$ cat src/rtl/ifu_iccm_arb_ctl_if.sv
// Fetch, DMA and ICCM-port signals of the ICCM arbiter.
// The arbiter uses the slave modport; requesters and the memory use the master modport.
interface ifu_iccm_arb_ctl_if #(
    parameter int ICCM_BITS = 19
);
    logic                   ifc_iccm_req;
    logic [ICCM_BITS-1:2]   ifc_iccm_addr;
    logic                   ifc_iccm_gnt;
    logic                   ifc_iccm_rvalid;
    logic                   dma_iccm_req;
    logic                   dma_iccm_wr;
    logic [ICCM_BITS-1:0]   dma_iccm_addr;
    logic [2:0]             dma_iccm_sz;
    logic [63:0]            dma_iccm_wdata;
    logic                   dma_iccm_gnt;
    logic                   dma_iccm_rvalid;
    logic [63:0]            dma_iccm_rdata;
    logic                   dma_iccm_err;
    logic                   iccm_rden;
    logic                   iccm_wren;
    logic [ICCM_BITS-1:2]   iccm_rw_addr;
    logic [2:0]             iccm_wr_size;
    logic [77:0]            iccm_wr_data;
    logic [155:0]           iccm_rd_data;

    modport slave (
        input  ifc_iccm_req, ifc_iccm_addr, dma_iccm_req, dma_iccm_wr, dma_iccm_addr,
               dma_iccm_sz, dma_iccm_wdata, iccm_rd_data,
        output ifc_iccm_gnt, ifc_iccm_rvalid, dma_iccm_gnt, dma_iccm_rvalid, dma_iccm_rdata,
               dma_iccm_err, iccm_rden, iccm_wren, iccm_rw_addr, iccm_wr_size, iccm_wr_data
    );

    modport master (
        output ifc_iccm_req, ifc_iccm_addr, dma_iccm_req, dma_iccm_wr, dma_iccm_addr,
               dma_iccm_sz, dma_iccm_wdata, iccm_rd_data,
        input  ifc_iccm_gnt, ifc_iccm_rvalid, dma_iccm_gnt, dma_iccm_rvalid, dma_iccm_rdata,
               dma_iccm_err, iccm_rden, iccm_wren, iccm_rw_addr, iccm_wr_size, iccm_wr_data
    );
endinterface

$ cat src/rtl/ifu_iccm_arb_ctl.sv
// ICCM port arbiter: fetch vs DMA with starvation override, ECC packing of DMA
// writes, read-modify-write sequencing for byte/half writes, DMA read steering.
module ifu_iccm_arb_ctl #(
    parameter int ICCM_BITS      = 19,
    parameter int DMA_STARVE_MAX = 7
) (
    input  logic              clk,
    input  logic              rst_l,
    ifu_iccm_arb_ctl_if.slave bus
);
    localparam logic [1:0] IDLE   = 2'd0;
    localparam logic [1:0] RMW_RD = 2'd1;
    localparam logic [1:0] RMW_WR = 2'd2;
    localparam logic [3:0] STARVE_MAX = 4'(DMA_STARVE_MAX);

    logic [1:0]           r_state;
    logic [3:0]           r_starve_cnt;
    logic [ICCM_BITS-1:0] r_addr;
    logic                 r_half;
    logic [15:0]          r_wdata;
    logic [31:0]          r_merged;
    logic                 r_ifc_rvalid, r_dma_rvalid, r_dma_err, r_rsel;

    logic        w_idle, w_dma_pri, w_ifc_gnt, w_dma_gnt, w_illegal;
    logic        w_dma_rd, w_dma_full_wr, w_dma_rmw, w_rmw_wr;
    logic [2:0]  w_sz;
    logic [ICCM_BITS-1:0] w_addr;
    logic [31:0] w_old, w_merged, w_wd_hi, w_wd_lo;

    function automatic logic [6:0] ecc32(input logic [31:0] d);
        logic [5:0] p;
        p[0] = ^(d & 32'h56AA_AD5B);
        p[1] = ^(d & 32'h9B33_366D);
        p[2] = ^(d & 32'hE3C3_C78E);
        p[3] = ^(d & 32'h03FC_07F0);
        p[4] = ^(d & 32'h03FF_F800);
        p[5] = ^(d & 32'hFC00_0000);
        return {(^d) ^ (^p), p};
    endfunction

    assign w_sz   = bus.dma_iccm_sz;
    assign w_addr = bus.dma_iccm_addr;

    // Gating with rst_l forces every grant/enable low for the whole reset pulse.
    assign w_idle    = rst_l & (r_state == IDLE);
    assign w_rmw_wr  = rst_l & (r_state == RMW_WR);
    assign w_dma_pri = (r_starve_cnt == STARVE_MAX);
    assign w_ifc_gnt = w_idle & bus.ifc_iccm_req & ~(bus.dma_iccm_req & w_dma_pri);
    assign w_dma_gnt = w_idle & bus.dma_iccm_req & (~bus.ifc_iccm_req | w_dma_pri);

    assign w_illegal = w_sz[2]
                     | ((w_sz == 3'd1) & w_addr[0])
                     | ((w_sz == 3'd2) & (|w_addr[1:0]))
                     | ((w_sz == 3'd3) & (|w_addr[2:0]));

    assign w_dma_rd      = w_dma_gnt & ~w_illegal & ~bus.dma_iccm_wr;
    assign w_dma_full_wr = w_dma_gnt & ~w_illegal &  bus.dma_iccm_wr &  w_sz[1];
    assign w_dma_rmw     = w_dma_gnt & ~w_illegal &  bus.dma_iccm_wr & ~w_sz[1];

    always_comb begin
        w_old = '0;
        case (r_addr[3:2])
            2'd0:    w_old = bus.iccm_rd_data[31:0];
            2'd1:    w_old = bus.iccm_rd_data[70:39];
            2'd2:    w_old = bus.iccm_rd_data[109:78];
            default: w_old = bus.iccm_rd_data[148:117];
        endcase
        w_merged = w_old;
        if (r_half) begin
            if (r_addr[1]) w_merged[31:16] = r_wdata;
            else           w_merged[15:0]  = r_wdata;
        end else begin
            w_merged[{r_addr[1:0], 3'b000} +: 8] = r_wdata[7:0];
        end
    end

    // Word writes replicate the word into both halves; the memory picks one by addr[2].
    assign w_wd_lo = w_rmw_wr ? r_merged : bus.dma_iccm_wdata[31:0];
    assign w_wd_hi = w_rmw_wr ? r_merged :
                     (w_sz == 3'd3) ? bus.dma_iccm_wdata[63:32] : bus.dma_iccm_wdata[31:0];

    assign bus.ifc_iccm_gnt    = w_ifc_gnt;
    assign bus.dma_iccm_gnt    = w_dma_gnt;
    assign bus.ifc_iccm_rvalid = r_ifc_rvalid;
    assign bus.dma_iccm_rvalid = r_dma_rvalid;
    assign bus.dma_iccm_err    = r_dma_err;
    assign bus.iccm_rden       = w_ifc_gnt | w_dma_rd | w_dma_rmw;
    assign bus.iccm_wren       = w_dma_full_wr | w_rmw_wr;
    assign bus.iccm_rw_addr    = w_rmw_wr  ? r_addr[ICCM_BITS-1:2] :
                                 w_dma_gnt ? w_addr[ICCM_BITS-1:2] : bus.ifc_iccm_addr;
    assign bus.iccm_wr_size    = w_rmw_wr ? 3'b010 :
                                 w_dma_full_wr ? {1'b0, w_sz[1:0]} : 3'b000;
    assign bus.iccm_wr_data    = {ecc32(w_wd_hi), w_wd_hi, ecc32(w_wd_lo), w_wd_lo};
    assign bus.dma_iccm_rdata  = r_rsel ? {bus.iccm_rd_data[148:117], bus.iccm_rd_data[109:78]}
                                        : {bus.iccm_rd_data[70:39],   bus.iccm_rd_data[31:0]};

    always_ff @(posedge clk or negedge rst_l) begin
        if (!rst_l) begin
            r_state      <= IDLE;
            r_starve_cnt <= '0;
            r_addr       <= '0;
            r_half       <= 1'b0;
            r_wdata      <= '0;
            r_merged     <= '0;
            r_ifc_rvalid <= 1'b0;
            r_dma_rvalid <= 1'b0;
            r_dma_err    <= 1'b0;
            r_rsel       <= 1'b0;
        end else begin
            r_ifc_rvalid <= w_ifc_gnt;
            r_dma_rvalid <= w_dma_rd;
            r_dma_err    <= w_dma_gnt & w_illegal;
            if (w_dma_gnt)
                r_starve_cnt <= '0;
            else if (bus.dma_iccm_req && r_starve_cnt != STARVE_MAX)
                r_starve_cnt <= r_starve_cnt + 4'd1;
            if (w_dma_gnt)
                r_rsel <= w_addr[3];
            case (r_state)
                IDLE: if (w_dma_rmw) begin
                    r_addr  <= w_addr;
                    r_half  <= w_sz[0];
                    r_wdata <= bus.dma_iccm_wdata[15:0];
                    r_state <= RMW_RD;
                end
                RMW_RD: begin
                    r_merged <= w_merged;
                    r_state  <= RMW_WR;
                end
                RMW_WR:  r_state <= IDLE;
                default: r_state <= IDLE;
            endcase
        end
    end
endmodule

$ cat src/flat_wrapper.sv
// flat-port wrapper written by rule: the top's interface ports become plain ports
module ifu_iccm_arb_ctl_flat 
#(
    parameter int ICCM_BITS      = 19,
    parameter int DMA_STARVE_MAX = 7
)
  (clk, rst_l, bus_ifc_iccm_req, bus_ifc_iccm_addr, bus_dma_iccm_req, bus_dma_iccm_wr, bus_dma_iccm_addr, bus_dma_iccm_sz, bus_dma_iccm_wdata, bus_iccm_rd_data, bus_ifc_iccm_gnt, bus_ifc_iccm_rvalid, bus_dma_iccm_gnt, bus_dma_iccm_rvalid, bus_dma_iccm_rdata, bus_dma_iccm_err, bus_iccm_rden, bus_iccm_wren, bus_iccm_rw_addr, bus_iccm_wr_size, bus_iccm_wr_data);
  ifu_iccm_arb_ctl_if #(.ICCM_BITS(ICCM_BITS)) bus_i ();
  input  logic clk;
  input  logic rst_l;
  input wire logic [$bits(bus_i.ifc_iccm_req)-1:0] bus_ifc_iccm_req;
  input wire logic [$bits(bus_i.ifc_iccm_addr)-1:0] bus_ifc_iccm_addr;
  input wire logic [$bits(bus_i.dma_iccm_req)-1:0] bus_dma_iccm_req;
  input wire logic [$bits(bus_i.dma_iccm_wr)-1:0] bus_dma_iccm_wr;
  input wire logic [$bits(bus_i.dma_iccm_addr)-1:0] bus_dma_iccm_addr;
  input wire logic [$bits(bus_i.dma_iccm_sz)-1:0] bus_dma_iccm_sz;
  input wire logic [$bits(bus_i.dma_iccm_wdata)-1:0] bus_dma_iccm_wdata;
  input wire logic [$bits(bus_i.iccm_rd_data)-1:0] bus_iccm_rd_data;
  output wire logic [$bits(bus_i.ifc_iccm_gnt)-1:0] bus_ifc_iccm_gnt;
  output wire logic [$bits(bus_i.ifc_iccm_rvalid)-1:0] bus_ifc_iccm_rvalid;
  output wire logic [$bits(bus_i.dma_iccm_gnt)-1:0] bus_dma_iccm_gnt;
  output wire logic [$bits(bus_i.dma_iccm_rvalid)-1:0] bus_dma_iccm_rvalid;
  output wire logic [$bits(bus_i.dma_iccm_rdata)-1:0] bus_dma_iccm_rdata;
  output wire logic [$bits(bus_i.dma_iccm_err)-1:0] bus_dma_iccm_err;
  output wire logic [$bits(bus_i.iccm_rden)-1:0] bus_iccm_rden;
  output wire logic [$bits(bus_i.iccm_wren)-1:0] bus_iccm_wren;
  output wire logic [$bits(bus_i.iccm_rw_addr)-1:0] bus_iccm_rw_addr;
  output wire logic [$bits(bus_i.iccm_wr_size)-1:0] bus_iccm_wr_size;
  output wire logic [$bits(bus_i.iccm_wr_data)-1:0] bus_iccm_wr_data;
  assign bus_i.ifc_iccm_req = bus_ifc_iccm_req;
  assign bus_i.ifc_iccm_addr = bus_ifc_iccm_addr;
  assign bus_i.dma_iccm_req = bus_dma_iccm_req;
  assign bus_i.dma_iccm_wr = bus_dma_iccm_wr;
  assign bus_i.dma_iccm_addr = bus_dma_iccm_addr;
  assign bus_i.dma_iccm_sz = bus_dma_iccm_sz;
  assign bus_i.dma_iccm_wdata = bus_dma_iccm_wdata;
  assign bus_i.iccm_rd_data = bus_iccm_rd_data;
  assign bus_ifc_iccm_gnt = bus_i.ifc_iccm_gnt;
  assign bus_ifc_iccm_rvalid = bus_i.ifc_iccm_rvalid;
  assign bus_dma_iccm_gnt = bus_i.dma_iccm_gnt;
  assign bus_dma_iccm_rvalid = bus_i.dma_iccm_rvalid;
  assign bus_dma_iccm_rdata = bus_i.dma_iccm_rdata;
  assign bus_dma_iccm_err = bus_i.dma_iccm_err;
  assign bus_iccm_rden = bus_i.iccm_rden;
  assign bus_iccm_wren = bus_i.iccm_wren;
  assign bus_iccm_rw_addr = bus_i.iccm_rw_addr;
  assign bus_iccm_wr_size = bus_i.iccm_wr_size;
  assign bus_iccm_wr_data = bus_i.iccm_wr_data;
  ifu_iccm_arb_ctl #(.ICCM_BITS(ICCM_BITS), .DMA_STARVE_MAX(DMA_STARVE_MAX)) u_core (.clk(clk), .rst_l(rst_l), .bus(bus_i));
endmodule
$ cat config.mk
export PLATFORM = sky130hd
export DESIGN_NAME = ifu_iccm_arb_ctl_flat
export DESIGN_NICKNAME = d
export VERILOG_FILES = /design/src/rtl/ifu_iccm_arb_ctl_if.sv /design/src/rtl/ifu_iccm_arb_ctl.sv /design/src/flat_wrapper.sv
export SDC_FILE = /design/constraint.sdc
export NUM_CORES = 1
export LEC_CHECK = 0
export ABC_AREA = 0
export CAP_MARGIN = 20
export CORE_AREA = 10 10 159 161
export DETAILED_ROUTE_END_ITERATION = 16
export DIE_AREA = 0 0 169 171
export DONT_BUFFER_PORTS = 1
export GPL_ROUTABILITY_DRIVEN = 1
export HOLD_SLACK_MARGIN = 0.03
export PLACE_DENSITY = 0.46
export SLEW_MARGIN = 20
export SYNTH_ARGS = -nofsm -noshare
export SYNTH_HDL_FRONTEND = slang
export SYNTH_SLANG_ARGS = --single-unit
export TNS_END_PERCENT = 50
$ cat constraint.sdc
create_clock -name clk -period 7.8 [get_ports clk]
set_input_delay 1.56 -clock clk [delete_from_list [all_inputs] [get_ports clk]]
set_output_delay 1.56 -clock clk [all_outputs]
set_load 0.005 [all_outputs]
# ---- Word level (Yosys, flattened, before mapping)
# Index checks and enable logic that the tools add are counted.
dict set report classes {
  addsub 2
  n_eq_ne 10
  shifts 2
  n_mux 17
  bitwise_logic 30
  reduce_logical 23
}
# operator n
set ops {}
lappend ops {{32-bit parity} 14}
lappend ops {{32-bit 2-to-1 mux} 4}
lappend ops {{32-bit one-hot mux with 3 select lines} 1}
lappend ops {{64-bit 2-to-1 mux} 1}
lappend ops {{17-bit 2-to-1 mux} 2}
lappend ops {{32-bit bitwise mux} 1}
lappend ops {{16-bit 2-to-1 mux} 2}
lappend ops {{8-bit by 7-bit variable shift with 32-bit output (first input constant)} 1}
lappend ops {{8-bit by 7-bit indexed part select with 32-bit output} 1}
lappend ops {{1-bit bitwise AND} 16}
lappend ops {{6-bit parity} 2}
lappend ops {{4-bit 2-to-1 mux} 2}
lappend ops {{5-bit negation with 7-bit output} 1}
lappend ops {{1-bit OR} 7}
lappend ops {{3-bit by 2-bit == test with 1-bit output (second input constant)} 2}
lappend ops {{1-bit NOT} 5}
lappend ops {{4-bit by 1-bit adder with 4-bit output (second input constant)} 1}
lappend ops {{2-bit by 1-bit == test with 1-bit output (second input constant)} 2}
lappend ops {{2-bit == test (second input constant)} 2}
lappend ops {{4-bit by 3-bit == test with 1-bit output (second input constant)} 1}
lappend ops {{2-bit zero test} 2}
lappend ops {{2-bit 2-to-1 mux} 2}
lappend ops {{4-bit by 3-bit inequality test with 1-bit output (second input constant)} 1}
lappend ops {{2-bit one-hot mux with 2 select lines} 1}
lappend ops {{9 further kinds} 10}
dict set report word_totals {
  reg_bits 78
  inputBits 264
}

# ---- Longest topological paths before layout
dict set report depth {
  depth_word 11
  ltp_mapped 12
  depth_no_buf 8
}

# ---- Least setup slack after synthesis
# OpenSTA, ideal clock, no wires.
dict set report synth_timing {
  path_type {input port to output port}
  from {input port rst_l}
  to {output port bus_iccm_wr_data[38]}
  t_arrival_ns 3.789
  required_ns 6.240
  path_slack_ns 2.451
  stages 11
  n_path_buf 3
  cell_sequence {and3b_1 > buf_6 > buf_8 > buf_12 > mux2i_1 > inv_1 > xnor3_1 > xor2_1 > xnor2_1 > xnor2_1 > xnor3_1}
}
dict set report synth_between {
  elab_chain_len 5
  elab_cells_between_ends 11
  classes_between {mux (1); bitwise (2); reduce/logical (8)}
}
# element line
set synth_lines {}
lappend synth_lines {{from (decl)} flat_wrapper.sv:10} ;# input logic rst_l;
lappend synth_lines {{1-bit bitwise AND} ifu_iccm_arb_ctl.sv:46} ;# assign w_rmw_wr = rst_l & (r_state == RMW_WR);
lappend synth_lines {{32-bit 2-to-1 mux} ifu_iccm_arb_ctl.sv:78} ;# assign w_wd_lo = w_rmw_wr ? r_merged : bus.dma_iccm_wdata[31:0];
lappend synth_lines {{via bus_iccm_wr_data[30]} flat_wrapper.sv:29} ;# output wire logic [$bits(bus_i.iccm_wr_data)-1:0] bus_iccm_wr_data;
lappend synth_lines {{32-bit parity} ifu_iccm_arb_ctl.sv:34} ;# p[2] = ^(d & 32'hE3C3_C78E);
lappend synth_lines {{via bus_iccm_wr_data[34]} flat_wrapper.sv:29}
lappend synth_lines {{6-bit parity} ifu_iccm_arb_ctl.sv:38} ;# return {(^d) ^ (^p), p};
lappend synth_lines {{1-bit bitwise XOR} ifu_iccm_arb_ctl.sv:38}
lappend synth_lines {{to (decl)} flat_wrapper.sv:29}
# The timed path passes the listed nets, and every way through them passes these cells.

# ---- Worst setup path in the final report
dict set report layout_timing {
  from {input port bus_dma_iccm_sz[2]}
  to {output port bus_iccm_wr_data[77]}
}
dict set report layout_between {
  elab_chain_len 6
  elab_cells_between_ends 12
  classes_between {eq/ne (1); mux (2); bitwise (1); reduce/logical (8)}
}
# element line
set layout_lines {}
lappend layout_lines {{from (decl)} flat_wrapper.sv:16} ;# input wire logic [$bits(bus_i.dma_iccm_sz)-1:0] bus_dma_iccm_sz;
lappend layout_lines {{3-bit by 2-bit == test with 1-bit output (*)} ifu_iccm_arb_ctl.sv:80} ;# (w_sz == 3'd3) ? bus.dma_iccm_wdata[63:32] : bus.dma_iccm_wdata[31:0];
lappend layout_lines {{32-bit 2-to-1 mux (*)} ifu_iccm_arb_ctl.sv:80}
lappend layout_lines {{32-bit 2-to-1 mux (*)} ifu_iccm_arb_ctl.sv:79} ;# assign w_wd_hi = w_rmw_wr ? r_merged :
lappend layout_lines {{via bus_iccm_wr_data[48]} flat_wrapper.sv:29}
lappend layout_lines {{32-bit parity, on equally long branches} {ifu_iccm_arb_ctl.sv:33, ifu_iccm_arb_ctl.sv:34, ifu_iccm_arb_ctl.sv:35}}
lappend layout_lines {{6-bit parity} ifu_iccm_arb_ctl.sv:38}
lappend layout_lines {{1-bit bitwise XOR (*)} ifu_iccm_arb_ctl.sv:38}
# The timed path passes the listed nets; every way through them passes the cells marked *.

==> flow_metrics.py <==
metrics = {
    "run_status": {
        "run_status": "finished, final reports clean",
    },
    "clocking": {
        "clock_tree.buffer_depth": 2,
        "hold_buffers": 0,
        "post_cts_resize_count": 0,
        "sinks_on_the_clock_net": 78,
        "clk_pin_slew_ns": 0.06,
        "worst_skew_pair.late_latency_ns": 0.34,
        "clk_root_buffer_cell": "clkbuf_16",
        "cts-htree-levels": 3,
        "clock_tree_from_tritoncts": "yes",
        "tritoncts.num_buffers": 9,
        "cts.repair_timing.setup_buffer_count": 0,
    },
    "floorplan": {
        "core-area_um2": 22230,
        "die_width_um": 169,
        "fp-row-count": 55,
        "boundary_pins": 433,
        "floorplan.initialDensity_pct": 35.78,
        "floorplan.die_area_um2": 28900,
        "fp.dieH_um": 171,
    },
    "placed_design": {
        "portBuffers": 0,
        "post-dp-hpwl_um": 28400,
        "place_congestion": 0.9326,
        "placed_cell_area_um2": 8069,
    },
    "final_layout": {
        "antennaDiodeCount": 0,
        "final.fill_count": 2226,
        "fraction_of_final_layout_cells_sized_beyond_drive_strength_1_pct": 24.68,
        "sequential_cell_area_um2": 1954,
        "final_standard_cell_area_without_fillers_um2": 8371,
        "multi_input_area_um2": 5540,
        "final_nets": 1047,
        "area.growth.synth_to_final_pct": 5.238,
    },
    "yosys": {
        "share_of_synthesized_area_occupied_by_flip_flops_and_latches_pct": 24.54,
        "netlist-cell-type-count": 54,
        "post-synth-top-area-cell": "dfrtp_1",
        "synth_area_per_cell_um2": 9.795,
        "post_syn_nets": 1082,
        "number_of_synthesized_flops_with_an_enable_pin": 0,
        "synth_compound_area_share_pct": 12.38,
        "synth-xor-area-share_pct": 15.98,
        "synthArstFlopShare_pct": 100.0,
        "synth-adder-area-share_pct": 0.9438,
        "largest_family_of_logic_cells_by_synthesized_area": "multiplexers",
        "ys_dominant_reg_cell": "dfrtp_1",
        "ys.warnings.count": 0,
        "synth.ff_latch_count": 78,
        "synthCells": 812,
        "synth.top_cells.by_area": "dfrtp_1 (25%), mux2_2 (14%), xnor2_1 (10%), mux4_2 (9.1%), mux2i_1 (5.3%)",
        "synth-simple-area-share_pct": 9.549,
        "multiplexer_area_fraction_after_synthesis_pct": 30.66,
        "yosysTopAreaCellShare_pct": 24.54,
        "synth_area_um2": 7954,
    },
    "route": {
        "wirelength_um": 33410,
        "detail_route.iter0.violations": 366,
        "drcViolationCount": 0,
        "route.antenna.remaining_nets": 0,
        "route.vias.total": 6350,
        "drt_pre_antenna_iters": 6,
        "route.detailed.wl_per_inst_um": 31.31,
        "routed_via_density": 5.951,
    },
    "timing": {
        "final-hold-violation-count": 0,
        "finalWorstPathRequiredPeriod_ns": 6.198,
        "period_utilization_pct": 79.46,
        "tightestPinTransition_ns": 0.8012,
        "timing.fmax_ghz": 0.1614,
        "clock_skew_ns": 0.01132,
        "slew-limit-headroom_pct": 46.39,
        "report.final.setup_viol": 0,
        "grt_setup_unrepaired": "no",
        "maxSlewViolCount": 0,
        "post_route_setup_tns_ns": 0,
    },
    "critical_path": {
        "crit_chain": "and3b_1 > buf_4 > a21oi_1 > a21oi_1 > xnor2_1 > xnor2_1 > xor3_1 > xnor3_1 > xor3_1",
        "slowest_delay_ns": 0.65,
        "critPathCaptureType": "output port",
        "critPathKind": "input pin to output port",
        "worst_setup_path_start_kind": "input pin",
        "cp.required_ns": 6.24,
        "worstPathMaxFanout": 15,
        "critical-path-slowest-cell": "and3b_1",
        "cp_data_arrival_time_ns": 4.64,
    },
    "min_path": {
        "timing.hold.worst.class": "flip-flop to flip-flop",
    },
    "power_and_ir_drop": {
        "maximum_vdd_drop_uv": 134.9,
        "power.density_cell_area_nw_per_um2": 232.6,
        "power_leakage_uw": 0.003460,
    },
    "run": {
        "timing.max_cap.violations": 0,
    },
    "global_routing": {
        "largest_net_degree_at_the_start_of_global_routing": 82,
        "first_pass_grt_wire_length_um": 48460,
        "grt_usage_pct": 22.02,
        "antenna_found_initial": 0,
        "grt.overflow.total": 0,
        "first_global_vias": 6709,
    },
}
==> where the power goes <==
part / total [uW] / switching, uW / internal, uW
sequential: 576 / 94.6 / 482
combinational: 948 / 460 / 489
clock: 422 / 194 / 228
total: 1950 / 748 / 1200
==> sequential cells by signal, indices dropped and copies added, names as in the netlist <==
| signal | cells |
|---|---|
| u_core.bus.dma_iccm_err | 1 |
| u_core.bus.dma_iccm_rvalid | 1 |
| u_core.bus.ifc_iccm_rvalid | 1 |
| u_core.r_addr | 19 |
| u_core.r_half | 1 |
| u_core.r_merged | 32 |
| u_core.r_rsel | 1 |
| u_core.r_starve_cnt | 4 |
| u_core.r_state | 2 |
| u_core.r_wdata | 16 |
==> cell usage in the layout, fill, tap and decap left out, types with 3 or more instances in the layout <==
master     Yosys  routed
xor2_1        17      17
o21ai_0       41      41
mux2_2       102     102
nand2_1      105     105
inv_1         35      35
inv_8          0       3
buf_4          3      11
a22oi_1        8       8
a221oi_1      16      16
o31ai_1        8       8
nor2_1        43      43
or3_1          3       3
mux4_2        32      32
xnor3_1        8       8
a21oi_2        9      10
xnor2_2        6       6
mux2i_2        7       7
nor2b_1       10      10
o21a_1         4       4
xnor2_1       91      91
a211oi_1       9       9
a31oi_1        5       5
a222oi_1       8       8
clkbuf_16      0       9
mux2i_1       42      42
ha_1           6       6
dfrtp_1       78      76
a21oi_1       32      31
==> cell families after synthesis <==
kind of cell / count (synthesis)
multiplexers: 186
AND/OR/NAND/NOR: 176
AO/OA/AOI/OAI: 148
XOR/XNOR: 124
buffers and inverters: 93
flip-flops: 78
adder cells (fa/ha/maj): 6
other: 1
==> critical path, delay by kind of cell <==
family          cells  cell delay [ns]
buf+inv             1             0.33
xor+xnor            5             1.52
compound gates      2             0.56
simple gates        1             0.65
==> synthesized netlist by cell type (3+ instances only) <==
cell type / count
buf_1: 8
a222oi_1: 8
xor2_1: 17
xnor2_2: 6
o21a_1: 4
mux2i_2: 7
clkbuf_1: 32
xnor2_1: 91
a221oi_1: 16
ha_1: 6
o31ai_1: 8
a21oi_1: 32
mux4_2: 32
a21oi_2: 9
mux2_2: 102
buf_4: 3
nand2_1: 105
or3_1: 3
nor2b_1: 10
mux2i_1: 42
dfrtp_1: 78
inv_1: 35
a31oi_1: 5
a22oi_1: 8
xnor3_1: 8
nor2_1: 43
buf_6: 9
o21ai_0: 41
a211oi_1: 9
==> layer usage <==
layer	wire length, um	global-route usage (%)	vias to the layer above
met3	3159	6.951	30
met1	12760	25.58	3175
met4	594	5.253	0
met2	16890	38.61	323
li1	-	-	2822
met5	0	0	-
==> per-stage QoR <==
step	hold WS (ns)	std cells	util, %	worst slack (ns)	total power [uW]
2_1_floorplan	0.4484	812	-	2.451	1318
3_3_place_gp	0.4860	1051	36.30	1.575	1530
3_5_place_dp	0.4871	1051	36.30	1.576	1546
4_1_cts	0.5029	1067	37.66	1.576	1978
5_1_grt	0.5258	1067	37.66	1.383	2075
6_report	0.5013	1067	37.66	1.602	1947
==> path summary, 6_finish.rpt <==
| kind | start | to | slack [ns] | cells past startpoint |
|---|---|---|---|---|
| min in group asynchronous | rst_l | u_core.r_addr[4] | 0.91 | 0 |
| min reg2reg | u_core.r_merged[29] | u_core.r_merged[29] | 0.50 | 2 |
| max reg2reg | u_core.r_addr[1] | u_core.r_merged[26] | 4.95 | 5 |
| min | u_core.r_merged[29] | u_core.r_merged[29] | 0.50 | 2 |
| max | bus_dma_iccm_sz[2] | bus_iccm_wr_data[77] | 1.60 | 9 |
| max in group asynchronous | rst_l | u_core.r_wdata[5] | 6.73 | 0 |
==> cell type report <==
class / count / share of cell area [%]
inverter: 36 / 1.614
clock inverter: 7 / 0.9118
tap: 285 / 4.260
sequential: 78 / 23.35
clock buffer: 9 / 2.691
timing repair buffer: 11 / 0.9865
multi-input combinational: 641 / 66.19
Note: power is estimated with default switching activity, not from simulation.
